`config.mk`:
```
export PLATFORM = sky130hd
export DESIGN_NAME = maxmin_stream
export DESIGN_NICKNAME = d
export VERILOG_FILES = /design/src/rtl/xps_math_pkg.sv /design/src/rtl/maxmin_reduce.sv /design/src/rtl/maxmin_stream.sv
export SDC_FILE = /design/constraint.sdc
export NUM_CORES = 1
export LEC_CHECK = 0
export BUFFER_PORTS_ARGS = -buffer_cell sky130_fd_sc_hd__buf_2
export CORE_ASPECT_RATIO = 0.6
export CORE_MARGIN = 3
export CORE_UTILIZATION = 55
export DETAILED_ROUTE_END_ITERATION = 7
export PLACE_DENSITY = 0.82
export REMOVE_ABC_BUFFERS = 1
export SETUP_SLACK_MARGIN = 0.05
export SLEW_MARGIN = 20
export SYNTH_ARGS = -nofsm -noshare
export SYNTH_HDL_FRONTEND = slang
export SYNTH_SLANG_ARGS = --single-unit
```
`constraint.sdc`:
```
create_clock -name clk -period 3.9 [get_ports clk]
set_clock_uncertainty 0.15 [all_clocks]
set_input_delay 0.195 -clock clk [delete_from_list [all_inputs] [get_ports clk]]
set_output_delay 0.195 -clock clk [all_outputs]
set_load 0.01 [all_outputs]
```
`src/rtl/xps_math_pkg.sv`:
```
// Shared constants for the xps_math reconfigurable-region engines.
package xps_math_pkg;
    localparam logic [1:0]  MODE_MAX      = 2'b00;
    localparam logic [1:0]  MODE_MIN      = 2'b01;
    localparam int          MODE_MIN_BIT  = 0;
    localparam int          MODE_SIGNED   = 1;
    localparam logic [15:0] DEF_SIGNATURE = 16'hf00d;
    localparam int          CNT_W         = 16;
    localparam logic [CNT_W-1:0] CNT_MAX  = 16'hFFFF;
endpackage

```
`src/rtl/maxmin_reduce.sv`:
```
// Combinational max/min compare tree over NUM_IN operands, ties keep the lower index.
module maxmin_reduce
    import xps_math_pkg::*;
#(
    parameter int WIDTH  = 32,
    parameter int NUM_IN = 4
) (
    input  logic [NUM_IN*WIDTH-1:0] data,
    input  logic [1:0]              mode,
    output logic [WIDTH-1:0]        red
);
    localparam int LVLS = $clog2(NUM_IN);

    logic [WIDTH-1:0] node [NUM_IN];

    // Flipping the sign bit maps two's complement order onto unsigned order.
    function automatic logic take_b(input logic [WIDTH-1:0] a, input logic [WIDTH-1:0] b,
                                    input logic [1:0] m);
        logic [WIDTH-1:0] ka;
        logic [WIDTH-1:0] kb;
        ka = a;
        kb = b;
        if (m[MODE_SIGNED]) begin
            ka[WIDTH-1] = ~a[WIDTH-1];
            kb[WIDTH-1] = ~b[WIDTH-1];
        end
        return m[MODE_MIN_BIT] ? (kb < ka) : (kb > ka);
    endfunction

    // Reduced in place: level l writes node[i] from node[2i], node[2i+1].
    always_comb begin
        for (int i = 0; i < NUM_IN; i++) begin
            node[i] = data[i*WIDTH +: WIDTH];
        end
        for (int l = 0; l < LVLS; l++) begin
            for (int i = 0; i < (NUM_IN >> (l + 1)); i++) begin
                node[i] = take_b(node[2*i], node[2*i+1], mode) ? node[2*i+1] : node[2*i];
            end
        end
        red = node[0];
    end
endmodule

```
`src/rtl/maxmin_stream.sv`:
```
// Streaming max/min reducer with change statistic and state restore for module swap.
module maxmin_stream
    import xps_math_pkg::*;
#(
    parameter int          WIDTH     = 32,
    parameter int          NUM_IN    = 4,
    parameter logic [15:0] SIGNATURE = DEF_SIGNATURE
) (
    input  logic                    clk,
    input  logic                    rst,
    input  logic                    in_valid,
    output logic                    in_ready,
    input  logic [NUM_IN*WIDTH-1:0] in_data,
    input  logic [1:0]              mode,
    output logic                    out_valid,
    input  logic                    out_ready,
    output logic [WIDTH-1:0]        result,
    output logic [31:0]             statistic,
    input  logic                    cnt_clr,
    input  logic                    restore_en,
    input  logic [WIDTH-1:0]        restore_res,
    input  logic [CNT_W-1:0]        restore_cnt
);
    logic [WIDTH-1:0] red;
    logic [CNT_W-1:0] cnt;
    logic             accept;

    maxmin_reduce #(.WIDTH(WIDTH), .NUM_IN(NUM_IN)) u_reduce (
        .data (in_data),
        .mode (mode),
        .red  (red)
    );

    assign in_ready  = !restore_en && (!out_valid || out_ready);
    assign accept    = in_valid && in_ready;
    assign statistic = {SIGNATURE, cnt};

    always_ff @(posedge clk or posedge rst) begin
        if (rst) begin
            result    <= '0;
            out_valid <= 1'b0;
        end else if (restore_en) begin
            result    <= restore_res;
            out_valid <= 1'b0;
        end else if (accept) begin
            result    <= red;
            out_valid <= 1'b1;
        end else if (out_ready) begin
            out_valid <= 1'b0;
        end
    end

    always_ff @(posedge clk or posedge rst) begin
        if (rst) begin
            cnt <= '0;
        end else if (restore_en) begin
            cnt <= restore_cnt;
        end else if (cnt_clr) begin
            cnt <= '0;
        end else if (accept && (red != result) && (cnt != CNT_MAX)) begin
            cnt <= cnt + 1'b1;
        end
    end
endmodule
```
==> impl_metrics.csv, run 1 <==
group,metric,value,unit
synth,synth-seq-cells,49,
placed_design,place.port_buffers,233,
clock_tree,htreeDepth,2,
grt,globalRouteTotalUtil,89.1,%
grt,grt_max_degree,46,
synth,synth_ff_type,"dfrtp_1",
synth,async_flop_share,100,%
timing,worstEndpointType,"register data pin",
floorplanning,io_pins,250,
synth,yosys_warnings,0,
synth,synthTopCellsByCount,"a21oi_1, nand2_1, ha_1",
outcome,failed_stage,"global routing",
timing,crit_endpoint,"cnt[0]$_DFFE_PP0P_/D",
synth,synthCells,1256,
floorplanning,num_rows,35,
clock_tree,clockRootBuffer,"clkbuf_16",
synth,synth.most_common_cell,"a21oi_1",
synth,synth_cell_types,89,
outcome,status,"aborted with a tool error",
placed_design,dp_hpwl,33900,um
synth,synth_edf_count,0,
outcome,error_line,"[ERROR GRT-0232] Routing congestion too high. Check the congestion heatmap in the GUI.",
synth,yosys.area.top_type,"dfrtp_1",
synth,synth_top_area_share,13.7,%
clock_tree,clock_path_buffers,2,
synth,syn_avg_cell_area,7.15,um2
clock_tree,cts_buffers,5,
synth,synth_area_leaders,"dfrtp_1, ha_1, a21oi_1",
floorplanning,chipWidth,171,um
placed_design,gp_congestion,1.08,
grt,grt_overflow_total,245,
clock_tree,numClockSinks,49,
placed_design,placed_area,0.0126,mm2
floorplanning,initial_utilization,57.3,%
floorplanning,die_y,105,um
synth,syn_area,0.00898,mm2
synth,seq_area_frac_synth,13.7,%
[per-stage QoR]
step	cells	util, %	hold WS [ns]	setup slack [ns]	TNS (ns)
2_1_floorplan	1179	-	0.111	-5.39	-214.09
3_5_place_dp	1955	80.2	-0.0799	-2.43	-91.41
4_1_cts	2051	90.1	0.00204	-1.47	-47.75
3_3_place_gp	1955	80.2	-0.0853	-2.35	-88.44
[routing by layer]
| layer | overflow | GRT usage (%) |
|---|---|---|
| met5 | 5 | 63.8 |
| met4 | 82 | 90.1 |
| met3 | 15 | 82.6 |
| met2 | 130 | 98.7 |
| met1 | 13 | 87.0 |
[cell families after synthesis]
family / count (synthesis) / share of synthesized area [%]
flops: 49 / 13.7
xor+xnor: 41 / 4.08
other cells: 2 / 0.0837
buf+inv: 184 / 9.37
mux: 27 / 3.05
simple gates: 422 / 23.5
fa+ha+maj: 95 / 13.2
compound gates: 436 / 33.0
[repair_timing]
action | CTS
buffers inserted | 61
gates cloned | 3
hold endpoints to repair | 28
pin swaps | 57
resized for setup | 162
hold buffers | 25
endpoints found under the setup margin | 48
==> run 2, diff against run 1 <==
--- a/config.mk
+++ b/config.mk
@@ -6,13 +6,11 @@
 export NUM_CORES = 1
 export LEC_CHECK = 0
 export BUFFER_PORTS_ARGS = -buffer_cell sky130_fd_sc_hd__buf_2
-export CORE_ASPECT_RATIO = 0.6
 export CORE_MARGIN = 3
-export CORE_UTILIZATION = 55
+export CORE_UTILIZATION = 40
 export DETAILED_ROUTE_END_ITERATION = 7
-export PLACE_DENSITY = 0.82
+export PLACE_DENSITY_LB_ADDON = 0.15
 export REMOVE_ABC_BUFFERS = 1
-export SETUP_SLACK_MARGIN = 0.05
 export SLEW_MARGIN = 20
 export SYNTH_ARGS = -nofsm -noshare
 export SYNTH_HDL_FRONTEND = slang
==> run 2 against run 1 <==
Effect of this change:
- the flow now finishes, with violations (setup timing)
- synthesized cell count unchanged
- area after synthesis unchanged
==> impl_metrics.csv, run 2 <==
group,metric,value,unit
outcome,status,"complete, but fails checks",
outcome,violations,"setup timing",
routing,post_drt_wl_per_cell,20.4,um
cells_and_area,largestRegisters,"result x32, cnt x16, out_valid x1",
timing,max-slew-margin-rel,48.9,%
clock_tree,clkTransAtPathRegs,0.09,ns
placed_design,dp_hpwl,33300,um
grt,grt_pass1_wl,65300,um
worst_setup_path,critPathCaptureType,"flip-flop",
floorplanning,chipWidth,156,um
synth,muxShareOfSynthArea,3.05,%
cells_and_area,final_cell_mix,"buf_4, buf_2, a21oi_1, nand2_1, inv_1",
placed_design,dp_cells,2055,
synth,synth_compound_area_share,33.0,%
grt,antenna_found_initial,0,
floorplanning,num_rows,54,
synth,synthTopCellsByCount,"a21oi_1, nand2_1, ha_1",
worst_setup_path,startpoint,"in_data[9]",
synth,synth_ff_type,"dfrtp_1",
cells_and_area,num_antenna_cells,0,
cells_and_area,finalNetCount,2155,
synth,synth-xor-area-share,4.08,%
synth,synth_cell_types,89,
synth,synthAdderAreaFrac,13.2,%
synth,async_flop_share,100,%
worst_setup_path,crit_type,"in2reg",
grt,globalRouteTotalUtil,33.9,%
worst_setup_path,arrival,5.65,ns
routing,drc,0,
clock_tree,clockRootBuffer,"clkbuf_16",
routing,viasPerCell,5.87,
cells_and_area,area_growth,71.9,%
cells_and_area,multi_input_area,0.00819,mm2
synth,yosys_warnings,0,
routing,routed_wirelength,44000,um
floorplanning,initial_utilization,40.9,%
cells_and_area,stdcell_count,2157,
clock_tree,tritoncts,"yes",
timing,finalCritPeriodShare,143,%
worst_setup_path,r2r-start,"result[13]",
floorplanning,io_pins,250,
synth,synthCells,1256,
worst_setup_path,critPathRequiredTime,3.96,ns
synth,synth_top_family_by_area,"compound AO/OA/AOI/OAI gates",
timing,fmax,0.179,GHz
timing,grt_setup_unrepaired,"true",
clock_tree,clock_path_buffers,2,
timing,min_period,5.59,ns
floorplanning,die-area,0.0243,mm2
worst_setup_path,reg2reg_slack,0.28,ns
timing,fin_ws,-1.69,ns
worst_setup_path,cp-start-kind,"input port",
floorplanning,die_y,156,um
synth,yosys.area.top_type,"dfrtp_1",
cells_and_area,regMostFlops,"result",
floorplanning,core_area,0.0220,mm2
clock_tree,numClockSinks,49,
cells_and_area,regArea,0.00123,mm2
synth,synth_edf_count,0,
clock_tree,cts_buffers,5,
cells_and_area,largest_register_ffs,32,
routing,drt_pass1_iterations,7,
synth,synth_area_leaders,"dfrtp_1, ha_1, a21oi_1",
clock_tree,htreeDepth,2,
cells_and_area,fillers,1856,
job,max_cap_violations,0,
timing,worst_hold_slack,0.0219,ns
cells_and_area,drive_gt1_share,46.7,%
clock_tree,clock_latency,0.32,ns
grt,grt_pass1_vias,12063,
routing,drt_iter0_drc,960,
placed_design,place.port_buffers,233,
synth,synth.most_common_cell,"a21oi_1",
power_and_ir_drop,p_per_area,276,mW/mm2
timing,final_hold_viol_count,0,
worst_setup_path,critPathMaxFanout,7,
grt,grt_overflow_total,0,
power_and_ir_drop,p_leak,0.00745,uW
synth,seq_area_frac_synth,13.7,%
timing,maxSlewViolCount,0,
synth,synth-seq-cells,49,
synth,syn_area,0.00898,mm2
synth,yosys.area_share.simple,23.5,%
placed_design,gp_congestion,1.03,
grt,grt_max_degree,50,
synth,syn_avg_cell_area,7.15,um2
timing,tightest_slew,0.766,ns
worst_hold_path,hp-class,"in2reg",
cells_and_area,final_common_cell,"buf_4",
routing,final_antenna_net_count,0,
synth,synth_top_area_share,13.7,%
routing,vias,12672,
timing,setup_violations,48,
power_and_ir_drop,peakVddDrop,0.000214,V
worst_hold_path,hp-start,"restore_res[30]",
-- run 2: cells by family (layout without fill, tap and decap cells) --
kind of cell,Yosys count,count (layout)
adders and majority gates,95,95
and+or+nand+nor,422,423
xor gates and xnor gates,41,41
other,2,16
AOI/OAI and AO/OA,436,436
buffers and inverters,184,790
DFF,49,49
muxes,27,27
-- run 2: power by group --
part | leakage, uW | switching [uW] | internal (uW)
Clock | 0.0000763 | 262 | 248
Combinational | 0.00678 | 1550 | 1480
Sequential | 0.000592 | 143 | 575
-- run 2: critical path, stage by stage --
cell,delay (ns)
buf_8,0.08
inv_6,0.03
ha_4,0.26
nand4_1,0.20
nor4_4,0.39
a21boi_4,0.27
o311ai_4,0.15
a21o_1,0.23
nand2_4,0.21
buf_12,0.17
buf_12,0.15
nor2_4,0.04
a21oi_4,0.16
ha_4,0.23
a21o_1,0.15
a21o_1,0.16
a211oi_2,0.30
o211ai_1,0.17
a21oi_2,0.18
buf_4,0.15
mux2i_4,0.31
buf_6,0.18
o221a_2,0.18
nand4_1,0.08
a22oi_2,0.29
a31oi_4,0.18
and2_4,0.22
a221o_1,0.32
-- run 2: cell type report --
cell class / instances / share of cell area, %
multi-input combinational: 1038 / 53.1
timing repair buffer: 689 / 33.3
sequential: 49 / 7.95
inverter: 93 / 2.39
tap: 280 / 2.27
clock buffer: 5 / 0.811
clock inverter: 3 / 0.186
-- run 2: timing repair --
| action | 4_1_cts | 5_1_grt |
|---|---|---|
| pin swaps | 78 | 64 |
| buffers inserted | 38 | 15 |
| gates cloned | 4 | 5 |
| gates resized for setup | 197 | 158 |
| hold endpoints to repair | 86 | 0 |
| setup endpoints to repair | 48 | 48 |
| hold buffers | 39 | 0 |
-- run 2: per-stage QoR --
stage | setup WS (ns) | total power, uW | util (%) | instance area [um2] | TNS [ns]
6_report | -1.69 | 4250 | 70.3 | 15400 | -55.77
5_1_grt | -1.80 | 4490 | 70.3 | 15400 | -60.95
4_1_cts | -1.49 | 3840 | 66.7 | 14600 | -46.88
3_5_place_dp | -2.75 | 3010 | 58.6 | 12900 | -99.54
3_3_place_gp | -2.62 | 2990 | 58.6 | 12900 | -94.07
2_1_floorplan | -5.39 | 1820 | - | 8540 | -214.09
-- run 2: final timing paths --
kind | end | depth (start not counted)
min in group asynchronous | result[6] | 4
hold reg to reg | cnt[15] | 2
setup / recovery | cnt[6] | 28
max in group asynchronous | result[2] | 4
setup reg to reg | cnt[6] | 13
hold / removal | result[30] | 3
-- run 2: layer usage --
metal / GRT usage [%] / vias to the layer above / part of all wire, %
met5: 0 / - / 0
met4: 14.3 / 0 / 4.2
met3: 4.83 / 105 / 7.8
met2: 53.9 / 640 / 45
met1: 46.0 / 6021 / 43
li1: - / 5906 / -
Note: power is estimated with default switching activity, not from simulation.
